`config.mk`:
```
export PLATFORM = sky130hd
export DESIGN_NAME = corevx_store_buffer
export DESIGN_NICKNAME = d
export VERILOG_FILES = /design/src/rtl/corevx_store_buffer.sv
export SDC_FILE = /design/constraint.sdc
export NUM_CORES = 1
export LEC_CHECK = 0
export ABC_AREA = 1
export CAP_MARGIN = 15
export CELL_PAD_IN_SITES_DETAIL_PLACEMENT = 0
export CELL_PAD_IN_SITES_GLOBAL_PLACEMENT = 1
export CORE_MARGIN = 3
export CORE_UTILIZATION = 45
export CTS_BUF_LIST = sky130_fd_sc_hd__clkbuf_16
export DETAILED_ROUTE_END_ITERATION = 7
export DONT_BUFFER_PORTS = 1
export PLACE_DENSITY_LB_ADDON = 0.1
export SLEW_MARGIN = 10
export SYNTH_ARGS = -nofsm -noshare
export SYNTH_HDL_FRONTEND = slang
export SYNTH_SLANG_ARGS = --single-unit
```
`constraint.sdc`:
```
create_clock -name clk -period 5.4 [get_ports clk]
set_input_delay 1.08 -clock clk [delete_from_list [all_inputs] [get_ports clk]]
set_output_delay 1.08 -clock clk [all_outputs]
set_load 0.005 [all_outputs]
```
`src/rtl/corevx_store_buffer.sv`:
```
// corevx_store_buffer
// In-order store buffer between store generation and the data memory port.
// Stores are queued in a circular FIFO and drained one at a time; loads whose
// word address and byte lanes overlap any pending store raise loadHazard.
//
// Handshake semantics (both sides): a transfer happens on a rising edge where
// valid and ready are both high. The producer holds its payload stable while
// valid is high and ready is low. enqReady depends only on the stored count,
// and memValid only on emptiness, so neither ready nor valid is combinationally
// derived from the other side of the same interface.

module corevx_store_buffer #(
    parameter int DEPTH  = 4,
    parameter int ADDR_W = 32
) (
    input  logic                       clk,
    input  logic                       rst,

    input  logic                       enqValid,
    output logic                       enqReady,
    input  logic [ADDR_W-1:0]          enqAddress,
    input  logic [31:0]                enqData,
    input  logic [3:0]                 enqMask,

    output logic                       memValid,
    input  logic                       memReady,
    output logic [ADDR_W-1:0]          memAddress,
    output logic [31:0]                memData,
    output logic [3:0]                 memMask,

    input  logic [ADDR_W-1:0]          loadCheckAddress,
    input  logic [3:0]                 loadCheckMask,
    output logic                       loadHazard,

    output logic                       bufEmpty,
    output logic [$clog2(DEPTH+1)-1:0] bufCount
);

    localparam int PTR_W = (DEPTH > 1) ? $clog2(DEPTH) : 1;
    localparam int CNT_W = $clog2(DEPTH + 1);
    localparam int WA_W  = ADDR_W - 2;

    // Entry storage: word address, lane-shifted data, byte mask.
    logic [WA_W-1:0]  addr_q [DEPTH];
    logic [31:0]      data_q [DEPTH];
    logic [3:0]       mask_q [DEPTH];
    logic [DEPTH-1:0] valid_q;

    logic [PTR_W-1:0] head_ptr;
    logic [PTR_W-1:0] tail_ptr;
    logic [CNT_W-1:0] count_q;
    logic [CNT_W-1:0] count_next;

    logic enq_fire;
    logic enq_stored;
    logic deq_fire;
    logic hazard;

    // Byte-offset bits of both addresses are ignored by design.
    logic unused_low_bits;
    assign unused_low_bits = ^{enqAddress[1:0], loadCheckAddress[1:0]};

    // Handshake decode and status flags, all derived from registered count.
    always_comb begin
        enqReady   = (count_q != CNT_W'(DEPTH));
        bufEmpty   = (count_q == '0);
        memValid   = !bufEmpty;
        enq_fire   = enqValid && enqReady;
        // A zero mask completes the handshake but carries no bytes to write.
        enq_stored = enq_fire && (enqMask != 4'b0000);
        deq_fire   = memValid && memReady;
        count_next = count_q + CNT_W'(enq_stored) - CNT_W'(deq_fire);
    end

    // Pointers, count and entry-valid bits; reset drops every pending store.
    always_ff @(posedge clk) begin
        if (rst) begin
            head_ptr <= '0;
            tail_ptr <= '0;
            count_q  <= '0;
            valid_q  <= '0;
        end else begin
            // head==tail only when empty or full, so the set and clear below
            // can never target the same entry in one cycle.
            if (enq_stored) begin
                valid_q[tail_ptr] <= 1'b1;
                tail_ptr          <= tail_ptr + PTR_W'(1);
            end
            if (deq_fire) begin
                valid_q[head_ptr] <= 1'b0;
                head_ptr          <= head_ptr + PTR_W'(1);
            end
            count_q <= count_next;
        end
    end

    // Entry payload writes; payload is qualified by valid_q so needs no reset.
    always_ff @(posedge clk) begin
        if (enq_stored) begin
            addr_q[tail_ptr] <= enqAddress[ADDR_W-1:2];
            data_q[tail_ptr] <= enqData;
            mask_q[tail_ptr] <= enqMask;
        end
    end

    // Memory side presents the registered head entry; no bypass from enq*.
    always_comb begin
        memAddress = {addr_q[head_ptr], 2'b00};
        memData    = data_q[head_ptr];
        memMask    = mask_q[head_ptr];
    end

    // Overlap check against every valid entry, head included; a store being
    // enqueued this cycle is not yet valid and so cannot contribute.
    always_comb begin
        hazard = 1'b0;
        for (int i = 0; i < DEPTH; i++) begin
            if (valid_q[i]
                && (addr_q[i] == loadCheckAddress[ADDR_W-1:2])
                && ((mask_q[i] & loadCheckMask) != 4'b0000)) begin
                hazard = 1'b1;
            end
        end
    end

    assign loadHazard = hazard;
    assign bufCount   = count_q;

endmodule

```
After elaboration in Yosys (flattened, before gate mapping)
Memories as Yosys holds them, arrays and structs flattened. A register that Yosys moved wholly into a read port is not among the register bits. Cells that the tools add are included.

Register bits after elaboration: 11. Bits in latches: 0. Memory bits (writable): 264. Bits in read-only memories: 0. Input port bits: 108. Output and inout bits: 75. Word-level logic and storage cells: 66. Memories kept: 3.

Add/sub/neg operators: 4. Multipliers: 0. Divide/modulo/power cells: 0. $lt $le $gt $ge: 4. Eq/ne operators: 5. Shifts and indexed selects: 0. Multiplexer cells: 19. Bitwise operators: 7. Reduce and logical (&&, ||, !) cells: 20.

Memory list: data_q (depth 4, width 32, rd ports 1, clocked after memory_dff 1, write ports 1, line 45) `logic [31:0] data_q [DEPTH];`; addr_q (depth 4, width 30, rd ports 5, clocked after memory_dff 1, write ports 1, line 44) `logic [WA_W-1:0] addr_q [DEPTH];`; mask_q (depth 4, width 4, rd ports 5, clocked after memory_dff 1, write ports 1, line 46) `logic [3:0] mask_q [DEPTH];`.

Operators by type and width (count): $eq A30 B30 Y1 (4); $and A4 B4 Y4 (5); $reduce_bool A4 Y1 (5); $logic_and A1 B1 Y1 (13); $mux W2 (6); $mux W4 (3); $mux W1 (8); $lt A2 B3 Y1 const B (2); $add A2 B1 Y2 const B (2); $demux W1 S2 (2); $ge A2 B1 Y1 const B (2); $not A4 Y4 (1); $or A4 B4 Y4 (1); $add A3 B1 Y3 (1); $logic_not A3 Y1 (1); $ne A3 B3 Y1 const B (1); $sub A3 B1 Y3 (1); $logic_not A1 Y1 (1).

Longest topological paths before layout
Depth in word-level cells: 9. Depth in mapped cells: 11. Depth with buffers taken out: 10.

Worst setup path before layout
No wires, ideal clock.

Kind: input -> register. From: input port enqMask[3]. To: memory addr_q[0][0] (netlist bit), enable pin. Library setup time: 0.492 ns. Arrival: 4.117 ns. Data required time: 4.908 ns. Setup slack: 0.791 ns. Stages on the path: 4. Buffers on the path: 0. Cells stage by stage: nor2_1 > nand2_1 > nand3_4 > nor2_1.

Cells in the longest elaborated chain, start to end: 4.

RTL lines: start: declaration (line 23) `input logic [3:0] enqMask,`; $reduce_bool A4 Y1 (line 70) `enq_stored = enq_fire && (enqMask != 4'b0000);`; $logic_and A1 B1 Y1 (line 70); $mux W1 (line 99) `if (enq_stored) begin`; $mux W1 (implied by the code) (line 100) `addr_q[tail_ptr] <= enqAddress[ADDR_W-1:2];`; end: declaration (line 44).

No other way between the ends.

==> run_results.csv <==
group,metric,value,unit
sta,min_period_over_period,68.7,%
worst_hold_path,min_to,"valid_q[1]",
setup_path,crit_buf_inv,2,
sta,final_hold_viol_count,0,
route,drtAntennaViolNets,0,
logic_synthesis,netlist_top_cells_area,"edfxtp_1 64%, nand2_1 7.2%, nor2_1 5.7%, o21ai_0 5.4%, inv_1 3.2%",
place,routabilityCongestion,0.865,
sta,max_freq,270,MHz
route,firstDrtPassIters,5,
setup_path,path_delay_family,"flip-flops",
setup_path,worstPathRequired,4.32,ns
setup_path,rr_startpoint,"bufCount[0]",
sta,setup_violations,0,
clock_network,cts_tree,"built",
setup_path,cp_common_cell,"a21oi_1",
route,drtIter0Drc,471,
logic_synthesis,synth_cell_types,29,
die,die_h,172,µm
setup_path,cp.arrival,2.63,ns
place,hpwl,22.5,mm
logic_synthesis,synth.largest_area_cell,"edfxtp_1",
die,fp-row-count,60,
logic_synthesis,ys_seq_area_share,65.8,%
global_route,antenna_found_initial,0,
clock_network,numCtsBuffers,30,
power,swShare,30.5,%
sta,fin_crit,3.71,ns
finish,areaGrowthSynthToFinish,11.7,%
setup_path,crit_type,"reg -> out",
global_route,grt_pass1_wl,48.7,mm
setup_path,crit_slowest_cell,"dfxtp_4",
outcome,status,"completed",
clock_network,clkTransAtPathRegs,0.06,ns
power,p_comb_share,20.8,%
setup_path,cpPeakStageDelay,0.74,ns
power,power_switching,1.87,mW
clock_network,post_cts_resized,0,
flow_run,cap_violations,0,
route,highest-signal-layer,"met4",
sta,relSlewSlack,26.3,%
clock_network,insertion_delay,0.59,ns
finish,nets,1310,
global_route,grt_overflow_total,0,
power,p_seq_share,44.5,%
route,vias,8181,
finish,drive_gt1_share,5.68,%
setup_path,critPathCaptureType,"primary output",
die,pin_count,183,
worst_hold_path,holdCritPathClass,"reg -> reg",
setup_path,reg2reg_depth,5,
clock_network,cts_buffer_depth,3,
logic_synthesis,netlist.area_leader.share,63.7,%
clock_network,postCtsHoldBufs,0,
clock_network,htreeDepth,1,
clock_network,clock_sinks,277,
die,start_util,45.9,%
sta,rsz0062_at_grt,"no",
route,wl_met2,16.1,mm
sta,maxSlewViolCount,0,
clock_network,cts_root_buf,"clkbuf_16",
route,routed_wl,33.2,mm
setup_path,critPathMaxFanout,79,
logic_synthesis,syn_area,12500,µm²
place,dp.cells,1531,
finish,post-route-util,51.3,%
die,core_area,27100,µm²
worst_hold_path,hold-path-cell-count,2,
setup_path,path_cells,"inv_4 > buf_12 > o21ai_0 > a21oi_1 > a21oi_1",
global_route,grt_util_all_layers,22.2,%
global_route,grt_pass1_vias,8167,
sta,worstMarginPinSlew,1.10,ns
worst_hold_path,worstHoldStart,"valid_q[1]",
route,wl_met3,2.44,mm
power,power.density,440,nW/µm²
die,die_area,29700,µm²
setup_path,rrSetupSlack,2.92,ns
logic_synthesis,yosysWarnings,0,
clock_network,post_cts_buffers,0,
logic_synthesis,netlist_instances,1196,
finish,final_cell_mix,"264 x edfxtp_1, 239 x nand2_1, 185 x nor2_1",
power,ir_worst_vdd,0.324,mV
power,p_int,4.26,mW
route,drc,0,
sta,clock_skew,0.0421,ns
die,die_w,172,µm
logic_synthesis,ys_ff_latch,277,
global_route,grt_max_degree,80,
finish,n_antenna_cell,0,
power,power.total,6.12,mW
route,wl_met1,13.5,mm
finish,layout.cells.non_filler,1587,
power,clkPwrFrac,34.7,%
logic_synthesis,syn_avg_cell_area,10.4,µm²
finish,final_common_cell,"edfxtp_1",
setup_path,worst_setup_path_start_kind,"flip-flop",
power,power.leakage,5.24,nW
route,routedWlPerCell,20.9,µm
setup_path,r2r_end,"addr_q[1][22]",
place,port_buffers,0,
sta,fin_tns_setup,0,ns
route,viasPerCell,5.16,
==> Yosys cell counts <==
cell type    n
ha_1        10
a21oi_1     49
clkbuf_2     4
inv_2        1
inv_1      105
inv_4        1
o21ai_1     23
nor2_1     189
dfxtp_1     13
buf_1        1
o22ai_1     46
nand3_4      1
clkbuf_1    26
nor3_1       4
buf_6        2
buf_4        4
o21bai_1     1
buf_2       12
nand2_2      2
nand2_1    239
o21ai_0    135
xnor2_1     30
nand3_1     13
fa_1         1
conb_1       1
nor3_2       1
a211oi_1     6
xor2_1      12
edfxtp_1   264
==> routing by layer <==
metal | vias to the layer above | GRT usage (%)
met5 | - | 0
met4 | 0 | 6.98
met3 | 60 | 5.85
met2 | 237 | 38.2
met1 | 3818 | 27.5
li1 | 4066 | -
==> sequential cells by signal, indices dropped and copies added, names as in the netlist, named ones only <==
| name | flops |
|---|---|
| tail_ptr | 2 |
| valid_q | 4 |
| mask_q | 16 |
| addr_q | 120 |
| data_q | 128 |
| head_ptr | 2 |
| bufCount | 3 |
==> worst max-delay path by stage <==
stage | start | endpoint | slack [ns] | cells past startpoint
2_1_floorplan | enqMask[3] | addr_q[0][0] | 0.79 | 4
3_3_place_gp | loadCheckAddress[27] | loadHazard | 2.15 | 9
3_5_place_dp | loadCheckAddress[27] | loadHazard | 2.15 | 9
4_1_cts | flip-flop | memAddress[18] | 1.66 | 5
5_1_grt | flip-flop | memAddress[18] | 1.54 | 5
6_report | flip-flop | memAddress[18] | 1.69 | 5
==> power groups by stage <==
stage / registers [mW] / logic (mW) / clock network [mW]
2_1_floorplan: 2.72 / 0.930 / 0
3_3_place_gp: 2.77 / 1.29 / 0
3_5_place_dp: 2.78 / 1.30 / 0
4_1_cts: 2.73 / 1.30 / 2.17
5_1_grt: 2.75 / 1.43 / 2.26
6_report: 2.73 / 1.27 / 2.13
==> stage by stage <==
step                      hold WS (ns)  cell area (µm²)  setup slack, ns
after floorplan                  0.471            12500            0.791
after global placement           0.493            12900             2.15
after detailed placement         0.506            12900             2.15
after CTS                        0.515            13900             1.66
after global routing             0.530            13900             1.54
final                            0.505            13900             1.69
==> tightest hold or removal path, delay by kind of cell, from the launching register on <==
family | cells | cell delay (ns)
AO/OA/AOI/OAI | 1 | 0.05
AND/OR/NAND/NOR | 1 | 0.10
flip-flops | 1 | 0.31
==> cell families after synthesis <==
family                   synth area share [%]
adder cells (fa/ha/maj)                  1.17
XOR/XNOR                                 2.95
AND/OR/NAND/NOR                          13.9
AO/OA/AOI/OAI                            11.1
other                                  0.0301
buffers and inverters                    5.13
flip-flops                               65.8
==> final cells by class <==
| cell class | instances | area [µm²] |
|---|---|---|
| Timing Repair Buffer | 11 | 133 |
| Inverter | 107 | 404 |
| Multi-Input combinational cell | 764 | 3660 |
| Clock inverter | 26 | 302 |
| Clock buffer | 30 | 751 |
| Sequential cell | 277 | 8190 |
| Fill cell | 2470 | 13200 |
| Tap cell | 372 | 465 |
Note: power is estimated with default switching activity, not from simulation.
